<file path="config.mk">
export PLATFORM = sky130hd
export DESIGN_NAME = mem_arbiter_flat
export DESIGN_NICKNAME = d
export VERILOG_FILES = /design/src/rtl/mem_arbiter_if.sv /design/src/rtl/mem_arbiter.sv /design/src/flat_wrapper.sv
export SDC_FILE = /design/constraint.sdc
export NUM_CORES = 1
export LEC_CHECK = 0
export BUFFER_PORTS_ARGS = -buffer_cell sky130_fd_sc_hd__buf_4
export CAP_MARGIN = 20
export CORE_MARGIN = 1.5
export CORE_UTILIZATION = 30
export CTS_CLUSTER_DIAMETER = 150
export DETAILED_ROUTE_END_ITERATION = 8
export PLACE_DENSITY = 0.69
export SYNTH_ARGS = -nofsm -noshare
export SYNTH_HDL_FRONTEND = slang
export SYNTH_SLANG_ARGS = --single-unit
</file>
<file path="constraint.sdc">
create_clock -name ACLK -period 1.1 [get_ports ACLK]
set_clock_uncertainty 0.15 [all_clocks]
set_input_delay 0.22 -clock ACLK [delete_from_list [all_inputs] [get_ports ACLK]]
set_output_delay 0.22 -clock ACLK [all_outputs]
set_load 0.005 [all_outputs]
</file>
<file path="src/rtl/mem_arbiter_if.sv">
// mem_arbiter_if -- bundle of the two requester ports and the memory port
// seen by mem_arbiter.
//
// Signals (direction as seen from the arbiter, modport slave):
//   pN_valid   in   requester N command valid
//   pN_ready   out  requester N command accepted this cycle
//   pN_we      in   1 = write, 0 = read
//   pN_addr    in   word address [9:0]
//   pN_wdata   in   write data [31:0]
//   pN_rvalid  out  read data valid for requester N
//   pN_rdata   out  read data for requester N [31:0]
//   mem_en     out  memory enable
//   mem_we     out  memory write enable
//   mem_addr   out  memory address [9:0]
//   mem_wdata  out  memory write data [31:0]
//   mem_rdata  in   memory read data, valid the cycle after a read is issued
//   busy       out  a command or read response is in flight
// modport master is the mirror image, used by requesters and the memory.
interface mem_arbiter_if;
  logic        p0_valid;
  logic        p0_ready;
  logic        p0_we;
  logic [9:0]  p0_addr;
  logic [31:0] p0_wdata;
  logic        p0_rvalid;
  logic [31:0] p0_rdata;

  logic        p1_valid;
  logic        p1_ready;
  logic        p1_we;
  logic [9:0]  p1_addr;
  logic [31:0] p1_wdata;
  logic        p1_rvalid;
  logic [31:0] p1_rdata;

  logic        mem_en;
  logic        mem_we;
  logic [9:0]  mem_addr;
  logic [31:0] mem_wdata;
  logic [31:0] mem_rdata;

  logic        busy;

  modport slave (
    input  p0_valid, p0_we, p0_addr, p0_wdata,
    output p0_ready, p0_rvalid, p0_rdata,
    input  p1_valid, p1_we, p1_addr, p1_wdata,
    output p1_ready, p1_rvalid, p1_rdata,
    output mem_en, mem_we, mem_addr, mem_wdata,
    input  mem_rdata,
    output busy
  );

  modport master (
    output p0_valid, p0_we, p0_addr, p0_wdata,
    input  p0_ready, p0_rvalid, p0_rdata,
    output p1_valid, p1_we, p1_addr, p1_wdata,
    input  p1_ready, p1_rvalid, p1_rdata,
    input  mem_en, mem_we, mem_addr, mem_wdata,
    output mem_rdata,
    input  busy
  );
endinterface

</file>
<file path="src/rtl/mem_arbiter.sv">
// mem_arbiter -- two-port arbiter in front of a single-port synchronous
// memory (1024 x 32, one-cycle read latency).
//
// Ports:
//   ACLK    in  system clock, all logic on the rising edge
//   ARESET  in  synchronous active-high reset
//   bus     mem_arbiter_if.slave: requester ports p0/p1, memory port, busy
//
// Behaviour:
//   A command accepted (pN_valid && pN_ready) in cycle T is presented on
//   mem_* in T+1 (mem_en=1). Read data returns from memory in T+2 and is
//   steered to the originating port via a two-stage requester-id tag pipe.
//   The memory never stalls, so one command per cycle is sustained.
//
// Configuration macro MEM_ARB_RR_EN:
//   defined   -> round-robin between p0/p1 when both are valid (rr_ptr)
//   undefined -> fixed priority, p0 wins on contention; no rr_ptr exists
module mem_arbiter (
  input logic         ACLK,
  input logic         ARESET,
  mem_arbiter_if.slave bus
);

  // Arbitration (combinational)
  logic        grant0;
  logic        grant1;
  logic        xfer;
  logic        xfer_we;
  logic [9:0]  xfer_addr;
  logic [31:0] xfer_wdata;

`ifdef MEM_ARB_RR_EN
  // 0 = p0 favoured on contention, 1 = p1 favoured
  logic rr_ptr;

  always_comb begin
    grant1 = !ARESET && bus.p1_valid && (!bus.p0_valid || rr_ptr);
    grant0 = !ARESET && bus.p0_valid && !(bus.p1_valid && rr_ptr);
  end

  // Point at the loser of each transfer; hold on idle cycles.
  always_ff @(posedge ACLK) begin
    if (ARESET) begin
      rr_ptr <= 1'b0;
    end else if (xfer) begin
      rr_ptr <= !grant1;
    end
  end
`else
  always_comb begin
    grant0 = !ARESET && bus.p0_valid;
    grant1 = !ARESET && bus.p1_valid && !bus.p0_valid;
  end
`endif

  always_comb begin
    xfer       = grant0 || grant1;
    xfer_we    = grant1 ? bus.p1_we    : bus.p0_we;
    xfer_addr  = grant1 ? bus.p1_addr  : bus.p0_addr;
    xfer_wdata = grant1 ? bus.p1_wdata : bus.p0_wdata;
  end

  always_comb begin
    bus.p0_ready = grant0;
    bus.p1_ready = grant1;
  end

  // Command stage: drives the memory port directly. Address/data/we hold
  // their last value on idle cycles; only mem_en drops.
  logic        cmd_valid;
  logic        cmd_we;
  logic [9:0]  cmd_addr;
  logic [31:0] cmd_wdata;

  // Tag pipeline: stage 1 aligns with the read on mem_*, stage 2 with the
  // returning mem_rdata. id 0 = p0, 1 = p1.
  logic tag1_valid;
  logic tag1_id;
  logic tag2_valid;
  logic tag2_id;

  always_ff @(posedge ACLK) begin
    if (ARESET) begin
      cmd_valid  <= 1'b0;
      cmd_we     <= 1'b0;
      cmd_addr   <= '0;
      cmd_wdata  <= '0;
      tag1_valid <= 1'b0;
      tag1_id    <= 1'b0;
      tag2_valid <= 1'b0;
      tag2_id    <= 1'b0;
    end else begin
      cmd_valid <= xfer;
      if (xfer) begin
        cmd_we    <= xfer_we;
        cmd_addr  <= xfer_addr;
        cmd_wdata <= xfer_wdata;
      end
      tag1_valid <= xfer && !xfer_we;
      tag1_id    <= grant1;
      tag2_valid <= tag1_valid;
      tag2_id    <= tag1_id;
    end
  end

  always_comb begin
    bus.mem_en    = cmd_valid;
    bus.mem_we    = cmd_we;
    bus.mem_addr  = cmd_addr;
    bus.mem_wdata = cmd_wdata;
  end

  // Responses: rdata is shared, rvalid selects the port. Gated by ARESET so
  // a response due in the reset cycle itself is never signalled.
  always_comb begin
    bus.p0_rdata  = bus.mem_rdata;
    bus.p1_rdata  = bus.mem_rdata;
    bus.p0_rvalid = !ARESET && tag2_valid && !tag2_id;
    bus.p1_rvalid = !ARESET && tag2_valid &&  tag2_id;
    bus.busy      = cmd_valid || tag1_valid || tag2_valid;
  end

endmodule

</file>
<file path="src/flat_wrapper.sv">
// flat-port wrapper written by rule: the top's interface ports become plain ports
module mem_arbiter_flat 
  (ACLK, ARESET, bus_p0_valid, bus_p0_we, bus_p0_addr, bus_p0_wdata, bus_p0_ready, bus_p0_rvalid, bus_p0_rdata, bus_p1_valid, bus_p1_we, bus_p1_addr, bus_p1_wdata, bus_p1_ready, bus_p1_rvalid, bus_p1_rdata, bus_mem_en, bus_mem_we, bus_mem_addr, bus_mem_wdata, bus_mem_rdata, bus_busy);
  mem_arbiter_if bus_i ();
  input logic ACLK;
  input logic ARESET;
  input wire logic [$bits(bus_i.p0_valid)-1:0] bus_p0_valid;
  input wire logic [$bits(bus_i.p0_we)-1:0] bus_p0_we;
  input wire logic [$bits(bus_i.p0_addr)-1:0] bus_p0_addr;
  input wire logic [$bits(bus_i.p0_wdata)-1:0] bus_p0_wdata;
  output wire logic [$bits(bus_i.p0_ready)-1:0] bus_p0_ready;
  output wire logic [$bits(bus_i.p0_rvalid)-1:0] bus_p0_rvalid;
  output wire logic [$bits(bus_i.p0_rdata)-1:0] bus_p0_rdata;
  input wire logic [$bits(bus_i.p1_valid)-1:0] bus_p1_valid;
  input wire logic [$bits(bus_i.p1_we)-1:0] bus_p1_we;
  input wire logic [$bits(bus_i.p1_addr)-1:0] bus_p1_addr;
  input wire logic [$bits(bus_i.p1_wdata)-1:0] bus_p1_wdata;
  output wire logic [$bits(bus_i.p1_ready)-1:0] bus_p1_ready;
  output wire logic [$bits(bus_i.p1_rvalid)-1:0] bus_p1_rvalid;
  output wire logic [$bits(bus_i.p1_rdata)-1:0] bus_p1_rdata;
  output wire logic [$bits(bus_i.mem_en)-1:0] bus_mem_en;
  output wire logic [$bits(bus_i.mem_we)-1:0] bus_mem_we;
  output wire logic [$bits(bus_i.mem_addr)-1:0] bus_mem_addr;
  output wire logic [$bits(bus_i.mem_wdata)-1:0] bus_mem_wdata;
  input wire logic [$bits(bus_i.mem_rdata)-1:0] bus_mem_rdata;
  output wire logic [$bits(bus_i.busy)-1:0] bus_busy;
  assign bus_i.p0_valid = bus_p0_valid;
  assign bus_i.p0_we = bus_p0_we;
  assign bus_i.p0_addr = bus_p0_addr;
  assign bus_i.p0_wdata = bus_p0_wdata;
  assign bus_p0_ready = bus_i.p0_ready;
  assign bus_p0_rvalid = bus_i.p0_rvalid;
  assign bus_p0_rdata = bus_i.p0_rdata;
  assign bus_i.p1_valid = bus_p1_valid;
  assign bus_i.p1_we = bus_p1_we;
  assign bus_i.p1_addr = bus_p1_addr;
  assign bus_i.p1_wdata = bus_p1_wdata;
  assign bus_p1_ready = bus_i.p1_ready;
  assign bus_p1_rvalid = bus_i.p1_rvalid;
  assign bus_p1_rdata = bus_i.p1_rdata;
  assign bus_mem_en = bus_i.mem_en;
  assign bus_mem_we = bus_i.mem_we;
  assign bus_mem_addr = bus_i.mem_addr;
  assign bus_mem_wdata = bus_i.mem_wdata;
  assign bus_i.mem_rdata = bus_mem_rdata;
  assign bus_busy = bus_i.busy;
  mem_arbiter u_core (.ACLK(ACLK), .ARESET(ARESET), .bus(bus_i));
endmodule
</file>
==> Word level (Yosys, flattened, before mapping) <==
Index checks and enable logic that the tools add are counted.
{ "classes": {"n_addsub": 0, "multipliers": 0, "n_div": 0, "magnitude_cmp": 0, "eq_ne": 0, "shift": 0, "n_mux": 3, "bitwise": 0, "n_reduce_logical": 14} }
{ "ops": {"columns": ["cell", "count"], "rows": [
  ["32-bit 2-to-1 mux", 1],
  ["10-bit 2-to-1 mux", 1],
  ["1-bit logical AND", 7],
  ["1-bit zero test", 4],
  ["1-bit logical OR", 3],
  ["1-bit 2-to-1 mux", 1]
]} }
{ "word_totals": {"regBits": 48, "latch_bits": 0, "ram_bits": 0, "rom_bits": 0, "input_bits": 122, "mem_count": 0} }

==> Logic depth before layout (Yosys ltp) <==
{ "logic_depth": {"word_depth": 6, "ltp_mapped": 4} }

==> Worst setup path before layout <==
Ideal clock, no wire load.
{ "synth_path": {"path_kind": "input port to output port", "from": "input bus_p0_valid", "to": "output bus_p0_ready", "t_arrival_ns": 0.817, "t_required_ns": 0.730, "slack_ns": -0.087, "path_stages": 4, "path_buffers": 2, "path_cell_list": "buf_2 -> inv_2 -> clkbuf_1 -> nor2_1"} }
{ "synth_between": {"elab_chain_cells": 1} }
{ "synth_rtl": {"columns": ["item", "line", "text"], "rows": [
  ["from (decl)", "flat_wrapper.sv:7", "input wire logic [$bits(bus_i.p0_valid)-1:0] bus_p0_valid;"],
  ["1-bit logical AND", "mem_arbiter.sv:51", "grant0 = !ARESET && bus.p0_valid;"],
  ["to (decl)", "flat_wrapper.sv:11", "output wire logic [$bits(bus_i.p0_ready)-1:0] bus_p0_ready;"]
]} }
No other way between the ends.

==> Worst setup path in the final report <==
{ "layout_path": {"from": "register u_core.cmd_valid, in the netlist u_core.bus.mem_en", "to": "output bus_busy"} }
{ "layout_between": {"elab_chain_cells": 2} }
{ "layout_rtl": {"columns": ["item", "line", "text"], "rows": [
  ["from (decl)", "mem_arbiter.sv:70", "logic cmd_valid;"],
  ["from (signal assigned)", "mem_arbiter.sv:93", "cmd_valid <= xfer;"],
  ["1-bit logical OR (2 in series)", "mem_arbiter.sv:120", "bus.busy = cmd_valid || tag1_valid || tag2_valid;"],
  ["to (decl)", "flat_wrapper.sv:26", "output wire logic [$bits(bus_i.busy)-1:0] bus_busy;"]
]} }
No other way between the ends.

==> summary.md <==
| Metric | Value |
|---|---|
| Reg2reg start | u_core.bus.mem_wdata[11] |
| Num CTS Buffers | 5 |
| H-tree depth | 2 |
| CP peak stage delay | 0.36 ns |
| Syn Area/Cell | 9.73 sq um |
| Core area | 8680 sq um |
| Boundary Pins | 235 |
| Die area | 9460 sq um |
| Logic pwr share | 24.4% |
| Worst Setup End Kind | output pin |
| Worst Reg2Reg Path Length in Cells | 3 |
| Slew Limit Fails | 0 |
| Die Width | 97.3 um |
| Fmax | 678 MHz |
| NetSw | 997 uW |
| Post-Place Cell Area | 3400 sq um |
| Post-route setup slack | -0.376 ns |
| Critical path startpoint | u_core.bus.mem_en |
| Sequential power share | 48.2% |
| Worst-Margin Slew | 0.247 ns |
| Clock network power share | 27.4% |
| Yosys reg bits | 48 |
| Worst setup path category | flip-flop to output pin |
| R2R setup slack | 0.11 ns |
| Clk slew on worst S/H paths | 0.08 ns |
| P per Cell Area | 1090 nW/um^2 |
| Largest net degree at the start of global routing | 33 |
| Max VDD drop | 0.470 mV |
| NumNets Final | 478 |
| RSZ-0062 raised after global routing | true |
| Crit-path cells | or3_4, buf_6 |
| Cells after Synth | 274 |
| PortBufs | 138 |
| WL/cell | 14.8 um |
| Area grow syn2layout | 41.8% |
| Crit path DAT | 1.11 ns |
| Hold Fails Final Rpt | 0 |
| Hold slack | 0.0618 ns |
| First-pass GRT wire length | 10900 um |
| CTS root buf | clkbuf_8 |
| Finished Cell Area | 3780 sq um |
| Avg Vias per Cell | 4.68 |
| Setup TNS | -1.07 ns |
| Row cnt | 34 |
| Total power | 4.11 mW |
| Initial DRC Count | 41 |
| Final WL | 6860 um |
| Failing checks | setup timing |
| Residual DRC count | 0 |
| Syn Nets | 396 |
| Final antenna diode count | 0 |
| Hold Path Class | input pin to flip-flop |
| Hold Startpoint | bus_p0_wdata[27] |
| CP Max Fanout | 2 |
| Setup Viol. Count Final | 40 |
| Starting Density | 30.7% |
| Vias in the first global route | 2305 |
| Sequential area share after synthesis | 36.0% |
| Yosys cell types | 15 |
| CTS tree | done |
| Cell-internal power | 3.12 mW |
| Hold Path Cell Cnt | 3 |
| Worst rel slew slack | 83.5% |
| Status | complete, but fails checks |
| GRT Util Overall | 14.1% |
| Longest Clk Path Bufs | 2 |
| R2r endpoint | u_core.bus.mem_wdata[11] |
| Post-route ant nets | 0 |
| Critical path required time | 0.73 ns |
| CP startpoint kind | flip-flop |
| Share of cells above drive strength 1 | 61.0% |
| Hold endpoint | u_core.bus.mem_wdata[27] |
| Via count | 2172 |
| Initial antenna violation count | 0 |
| Worst skew pair latency | 0.29 ns |
| Max Cap Viol | 0 |
| Max stage delay cell, worst path | or3_4 |
| Final core occ | 43.6% |
| DP HPWL | 4980 um |
| Leak | 1.74 nW |
| Total grt overflow | 0 |
| Synth Cell Area | 2670 sq um |
| Die Ht | 97.3 um |
| Synth warn | 0 |
| Fin crit share | 134% |
| Filler Cell Count | 822 |
| Switch share | 24.2% |
| Minimum clock period | 1.48 ns |
| GP Congestion | 0.704 |
| # clock sinks | 48 |
| Pre-antenna DRT Iters | 4 |
[cells in the final DEF (no fill, tap or decap), drive strengths merged]
cell type,count
o21ba,1
nor2b,45
mux2i,43
clkbuf,7
nor3b,4
buf,159
nor2,3
dfxtp,48
or3,1
a211oi,43
and3b,1
inv,1
[synth_stat cells]
master     n  share of area (%)
inv_2      1               0.14
dfxtp_1   48                 36
buf_6      2               0.84
clkbuf_1  12                1.7
o21ba_1    1               0.38
or3_1      1               0.23
a211oi_1  43                 12
nor2b_1   45                 11
buf_8      2                1.1
mux2i_1   43                 16
and3b_1    1               0.33
nor2_1     3               0.42
nor3b_1    4                1.1
buf_4     65                 18
buf_2      3               0.56
[layer usage]
metal / wire (um) / GRT usage (%) / part of all wire [%] / up-vias
li1: - / - / - / 1047
met1: 2650 / 15.0 / 39 / 1009
met2: 3500 / 25.7 / 51 / 86
met3: 527 / 3.88 / 7.7 / 30
met4: 193 / 6.48 / 2.8 / 0
met5: 0 / 0 / 0 / -
[power by group through the flow]
stage	registers [mW]	clock network [mW]	logic, mW
floorplan	1.98	0	0.548
global placement	1.97	0	0.899
CTS	1.98	1.17	0.999
global route	2.00	1.24	1.08
finish	1.98	1.13	1.00
detailed placement	1.97	0	0.909
[repair_timing]
| item | 4_1_cts | 5_1_grt |
|---|---|---|
| resized for setup | 92 | 4 |
| cloned | 0 | 0 |
| setup endpoints to repair | 48 | 49 |
| hold buffers | 0 | 0 |
| pin swaps | 2 | 2 |
| buffers inserted | 3 | 6 |
[state kept, by name (all words and copies together) (netlist names)]
| name | count |
|---|---|
| u_core.bus.mem_we | 1 |
| u_core.tag2_valid | 1 |
| u_core.tag1_id | 1 |
| u_core.bus.mem_wdata | 32 |
| u_core.tag2_id | 1 |
| u_core.tag1_valid | 1 |
| u_core.bus.mem_en | 1 |
| u_core.bus.mem_addr | 10 |
[through the flow]
step | setup slack (ns) | cells
6_report | -0.376 | 464
2_1_floorplan | 0.00113 | 274
3_5_place_dp | -0.119 | 450
3_3_place_gp | -0.106 | 450
5_1_grt | -0.414 | 464
4_1_cts | -0.414 | 460
[area by class of cell]
class / count / area, sq um / share of cell area (%)
Sequential cell: 48 / 1020 / 26.9
Multi-Input combinational cell: 141 / 1120 / 29.6
Tap cell: 108 / 135 / 3.57
Inverter: 1 / 3.75 / 0.0993
Clock buffer: 7 / 96.3 / 2.55
Timing Repair Buffer: 159 / 1410 / 37.2
[cells by family after synthesis]
| group | count (synthesis) | synth area share, % |
|---|---|---|
| AOI/OAI and AO/OA | 44 | 12.5 |
| buffers and inverters | 85 | 22.7 |
| DFF | 48 | 36.0 |
| muxes | 43 | 16.1 |
| and+or+nand+nor | 54 | 12.7 |
[how the worst max path moves through the flow]
stage / to / depth (start not counted) / slack (ns)
final: bus_busy / 2 / -0.38
after global routing: bus_busy / 2 / -0.41
after CTS: bus_busy / 2 / -0.41
after detailed placement: u_core.tag1_valid / 4 / -0.12
after global placement: u_core.tag1_valid / 4 / -0.11
after floorplan: bus_p0_ready / 4 / 0.001
[critical path: cells and delay by family, from the launching register on]
kind | cells | cell delay [ns]
buffers and inverters | 1 | 0.13
flip-flops | 1 | 0.33
AND/OR/NAND/NOR | 1 | 0.36
No activity file was read; power rests on OpenSTA's default activity.
